--- config.mk ---
export PLATFORM = sky130hd
export DESIGN_NAME = correlator_slot_ctrl
export DESIGN_NICKNAME = d
export VERILOG_FILES = /design/src/rtl/correlator_slot_ctrl.sv
export SDC_FILE = /design/constraint.sdc
export NUM_CORES = 1
export LEC_CHECK = 0
export ABC_AREA = 1
export ABC_CLOCK_PERIOD_IN_PS = 4000
export BUFFER_PORTS_ARGS = -buffer_cell sky130_fd_sc_hd__buf_2
export CAP_MARGIN = 20
export CELL_PAD_IN_SITES_DETAIL_PLACEMENT = 1
export CELL_PAD_IN_SITES_GLOBAL_PLACEMENT = 2
export CORE_MARGIN = 5
export CORE_UTILIZATION = 39
export DETAILED_ROUTE_END_ITERATION = 12
export PLACE_DENSITY_LB_ADDON = 0.1
export REMOVE_ABC_BUFFERS = 1
export SYNTH_ARGS = -nofsm -noshare
export SYNTH_HDL_FRONTEND = slang
export SYNTH_SLANG_ARGS = --single-unit
--- constraint.sdc ---
create_clock -name clk -period 4 [get_ports clk]
set_input_delay 0.8 -clock clk [delete_from_list [all_inputs] [get_ports clk]]
set_output_delay 0.8 -clock clk [all_outputs]
set_load 0.01 [all_outputs]
--- src/rtl/correlator_slot_ctrl.sv ---
// -----------------------------------------------------------------------------
// correlator_slot_ctrl
//
// Sequencer for the time-multiplexed cos/sin DSP correlator. Each accepted
// sample strobe starts a walk over TSLICE accumulator slots. One slot is issued
// per clock. Each slot reads its partial sum from the double-buffered SRAM, runs
// through the DSP input and output registers, and is written back DELAY cycles
// after the read. Samples are counted per accumulation block. When a block ends,
// the SRAM bank flips immediately and a one-cycle pulse marks the final
// writeback of the old bank.
//
// Ports
//   clk        system clock
//   rst_n      asynchronous reset, active-low (deassertion synchronised upstream)
//   enable     accept new samples when high
//   strobe     one-cycle pulse, new antenna sample valid
//   rd_en      partial-sum SRAM read enable (synchronous read, data next cycle)
//   rd_adr     {bank, slot} read address
//   dsp_en     DSP input-register enable
//   dsp_clr    DSP input-register clear (first sample of a block)
//   dsp_vld    DSP output-register enable
//   wr_en      partial-sum SRAM write enable
//   wr_adr     {bank, slot} write address
//   bank       bank currently accumulating
//   switching  one-cycle pulse, cycle after the last old-bank writeback
//   overflow   sticky, strobe arrived while a sample was still sequencing
//   busy       slot walk or writeback pipeline in flight
//
// FSM states
//   state | meaning
//   IDLE  | waiting for strobe & enable, no slot being issued
//   RUN   | issuing slot slot_q this cycle (read of {bank_q, slot_q})
// -----------------------------------------------------------------------------
module correlator_slot_ctrl #(
   parameter int TSLICE = 12,
   parameter int TBITS  = 4,
   parameter int COUNT  = 10,
   parameter int DELAY  = 3
) (
   input  logic             clk,
   input  logic             rst_n,
   input  logic             enable,
   input  logic             strobe,
   output logic             rd_en,
   output logic [TBITS:0]   rd_adr,
   output logic             dsp_en,
   output logic             dsp_clr,
   output logic             dsp_vld,
   output logic             wr_en,
   output logic [TBITS:0]   wr_adr,
   output logic             bank,
   output logic             switching,
   output logic             overflow,
   output logic             busy
);

   localparam logic [TBITS-1:0] LAST_SLOT = TBITS'(TSLICE - 1);

   typedef enum logic {
      IDLE = 1'b0,
      RUN  = 1'b1
   } state_t;

   state_t             state_q, state_d;
   logic [TBITS-1:0]   slot_q, slot_d;
   logic [COUNT-1:0]   cnt_q, cnt_d;
   logic               bank_q, bank_d;
   logic               ovf_q, ovf_d;

   logic               issue;
   logic               start;
   logic               final_slot;
   logic               block_end;

   // Control pipeline behind the read: stage i is valid i cycles after issue.
   logic [DELAY:1]     vld_sr;
   logic [DELAY:1]     last_sr;
   logic [TBITS:0]     adr_sr [DELAY:1];
   logic               clr_q;
   logic               sw_q;

   assign issue      = (state_q == RUN);
   assign start      = strobe & enable;
   assign final_slot = issue && (slot_q == LAST_SLOT);
   // Final slot of the last sample in a block: the block's last old-bank read.
   assign block_end  = final_slot && (cnt_q == '1);

   // --------------------------------------------------------------------------
   // State register and counters
   // --------------------------------------------------------------------------
   always_ff @(posedge clk or negedge rst_n) begin
      if (!rst_n) begin
         state_q <= IDLE;
         slot_q  <= '0;
         cnt_q   <= '0;
         bank_q  <= 1'b0;
         ovf_q   <= 1'b0;
      end else begin
         state_q <= state_d;
         slot_q  <= slot_d;
         cnt_q   <= cnt_d;
         bank_q  <= bank_d;
         ovf_q   <= ovf_d;
      end
   end

   // --------------------------------------------------------------------------
   // Next-state logic
   // --------------------------------------------------------------------------
   always_comb begin
      state_d = state_q;
      slot_d  = slot_q;
      cnt_d   = cnt_q;
      bank_d  = bank_q;
      ovf_d   = ovf_q;

      unique case (state_q)
         IDLE: begin
            slot_d = '0;
            if (start) begin
               state_d = RUN;
            end
         end

         RUN: begin
            if (final_slot) begin
               slot_d = '0;
               // Count advances even when enable has dropped mid-walk: the
               // sample was accepted and its slots all complete.
               cnt_d  = cnt_q + 1'b1;
               // The bank flips now, so a back-to-back sample already targets
               // the new bank. Writes still in the pipeline carry their own
               // bank bit.
               if (cnt_q == '1) begin
                  bank_d = ~bank_q;
               end
               state_d = start ? RUN : IDLE;
            end else begin
               slot_d = slot_q + 1'b1;
               if (strobe) begin
                  ovf_d = 1'b1;
               end
            end
         end

         default: begin
            state_d = IDLE;
            slot_d  = '0;
         end
      endcase
   end

   assign rd_en  = issue;
   assign rd_adr = issue ? {bank_q, slot_q} : '0;

   // --------------------------------------------------------------------------
   // Issue-aligned shift registers. Invalid stages carry a zero address, so
   // wr_adr reads as zero whenever wr_en is low.
   // --------------------------------------------------------------------------
   always_ff @(posedge clk or negedge rst_n) begin
      if (!rst_n) begin
         vld_sr  <= '0;
         last_sr <= '0;
         clr_q   <= 1'b0;
         sw_q    <= 1'b0;
         for (int i = 1; i <= DELAY; i++) begin
            adr_sr[i] <= '0;
         end
      end else begin
         vld_sr    <= {vld_sr[DELAY-1:1], issue};
         last_sr   <= {last_sr[DELAY-1:1], block_end};
         clr_q     <= issue && (cnt_q == '0);
         sw_q      <= last_sr[DELAY];
         adr_sr[1] <= rd_adr;
         for (int i = 2; i <= DELAY; i++) begin
            adr_sr[i] <= adr_sr[i-1];
         end
      end
   end

   assign dsp_en    = vld_sr[1];
   assign dsp_clr   = clr_q;
   assign dsp_vld   = vld_sr[2];
   assign wr_en     = vld_sr[DELAY];
   assign wr_adr    = adr_sr[DELAY];
   assign bank      = bank_q;
   assign switching = sw_q;
   assign overflow  = ovf_q;
   assign busy      = issue | (|vld_sr);

endmodule

==> impl_metrics.toml <==
[status]
outcome = "finished clean"

[critical_path]
endpoint_kind = "primary output"
cp.required_ps = 3200
crit_type = "flop to primary output"
cp_max_fo = 11
arrival_ps = 1530
startpoint_type = "flop"

[floorplanning]
initial_core_util = 0.397
die_h_um = 73.6
core-area_um2 = 3970
row_count = 23
io_pins = 23
die_area_um2 = 5410
die_w_um = 73.6

[layout]
utilization = 0.461
multi_input_area_um2 = 453
nets = 165
instances_no_fill = 208
antenna_cells = 0
fillers = 455
ff_latch_area_um2 = 1000
area_growth_pct = 16.0
final_area_um2 = 1830
layout-drive-gt1-share = 0.259

[place]
place_inst = 201
dp_hpwl_mm = 2.04
gp_congestion = 0.705
io_buffers = 22
placed_area_um2 = 1700

[power]
seqPwrFrac = 0.474
comb_power_share = 0.224
p_int_uw = 871
power_leakage_uw = 0.000913
switching_share = 0.302
p_sw_uw = 377
clockPowerShare = 0.301
peakVddDrop_mv = 0.361
p_per_area_nw_per_um2 = 682

[synth]
synth_top_family_by_area = "simple AND/OR/NAND/NOR gates"
synth_seq_cells = 40
ys_async_sr_fraction = 1.00
synth-simple-area-share = 0.202
synth_cell_types = 26
ys_seq_area_frac = 0.635
synth-edff-count = 0
synth_compound_area_frac = 0.0119
synth.area.top_cells = "dfrtp_1 (63%), nand2_1 (6.9%), xor2_1 (3.9%), inv_1 (3.6%), nor2_1 (2.6%)"
synth_top_area_share = 0.635
synth-main-ff-cell = "dfrtp_1"
ys_warn_count = 0
syn_inst = 135
synth_most_common_cell = "dfrtp_1"
synthTopCellsByCount = "dfrtp_1 (40), nand2_1 (29), inv_1 (15)"
synthXorXnorAreaFrac = 0.0500
yosysTopAreaCell = "dfrtp_1"
synth.area.mux_share = 0
syn_avg_cell_area_um2 = 11.7
syn_area_um2 = 1580
synth_fa_ha_area_frac = 0.0238

[detailed_routing]
vias_per_cell = 4.47
ant_nets = 0
vias = 930
dr.pass1.iters = 3
wl_per_cell_um = 13.4
drc_errors = 0
drtIter0Drc = 36
wirelength_mm = 2.79

[clock_network]
cts.repair.resized = 0
hold_buffers = 0
post-cts-setup-buffers = 0
cts.sinks = 40
clkTransAtPathRegs_ps = 70
clockBufferDepth = 2
clk_latency_ps = 280
cts_tree = "done"
cts_made_buffers = 5
root_buffer = "clkbuf_8"
cts_max_level = 2

[timing]
setup_viol = 0
min_period_over_period = 0.582
slew_viol_final = 0
max-slew-margin-rel = 0.409
finalHoldViolCount = 0
tns_ps = 0
clock_skew_ps = 4.49
tightest_slew_ps = 886
fin_crit_ps = 2330
fmax_mhz = 430
rsz0062_at_grt = "false"
fin_hold_ws_ps = 348

[global_route]
grt_pass1_wl_mm = 4.99
grt_pass1_vias = 1005
grt_usage = 0.123
antenna_found_initial = 0
grt.overflow.total = 0
grt_start_max_net_pins = 41

[run]
maxCapViolCount = 0

[worst_hold_path]
worstHoldPathType = "flop to flop"
## power groups by stage
stage               logic, µW  clock network (µW)  registers [µW]
finish                    280                 376             592
global route              321                 411             610
CTS                       289                 390             596
detailed placement        288                   0             605
global placement          284                   0             594
floorplan                 162                   0             606
## layer usage
| layer | up-vias | share of wire | global-route usage |
|---|---|---|---|
| met5 | - | 0 | 0 |
| met4 | 0 | 0.020 | 0.0543 |
| met3 | 5 | 0.057 | 0.0315 |
| met2 | 23 | 0.46 | 0.189 |
| met1 | 452 | 0.47 | 0.163 |
| li1 | 450 | - | - |
## area by class of cell
cell class,count,area share
tap,50,0.0342
clock buffer,5,0.0376
sequential,40,0.547
inverter,17,0.0404
clock inverter,2,0.0328
timing repair buffer,22,0.0602
multi-input combinational,72,0.248
## cells by family (layout without fill, tap and decap cells)
logic type	after synthesis	count (layout)
fa+ha+maj	3	3
compound gates	3	3
buf+inv	23	46
flops	40	40
xor+xnor	9	9
simple gates	57	57
## registers in the layout (all words and copies together) (netlist names)
register / flops
adr_sr: 10
last_sr: 3
rd_en: 1
bank: 1
cnt_q: 10
vld_sr: 3
overflow: 1
dsp_clr: 1
switching: 1
slot_q: 4
wr_adr: 5
## metrics by stage
step	power (µW)	setup WS [ps]
detailed placement	892	1960
floorplan	768	2100
global route	1340	1590
finish	1250	1670
CTS	1270	1640
global placement	878	1990
## final timing paths
check	start	to	slack (ps)	cells past startpoint
setup / recovery	rd_en	busy	1670	2
hold / removal	adr_sr[7]	wr_adr[2]	350	0
setup reg to reg	slot_q[0]	cnt_q[7]	2610	8
hold reg to reg	adr_sr[7]	wr_adr[2]	350	0
max in group asynchronous	rst_n	last_sr[1]	2820	1
min in group asynchronous	rst_n	cnt_q[2]	640	1
## cell usage in the layout (no fill, tap or decap), types with 2 or more instances in the layout
| cell type | n |
|---|---|
| nor2_4 | 3 |
| xnor2_1 | 2 |
| dfrtp_1 | 40 |
| clkbuf_8 | 5 |
| xor2_1 | 7 |
| nand2_1 | 29 |
| nor2_1 | 11 |
| bufinv_16 | 2 |
| ha_1 | 3 |
| inv_1 | 15 |
| nand3_1 | 3 |
| nand4_1 | 2 |
| buf_2 | 22 |
## critical path, cell delays in order (launching register included)
cell and delay (ps):
dfrtp_1 530, or4_1 560, buf_2 150
Note: power is estimated with default switching activity, not from simulation.
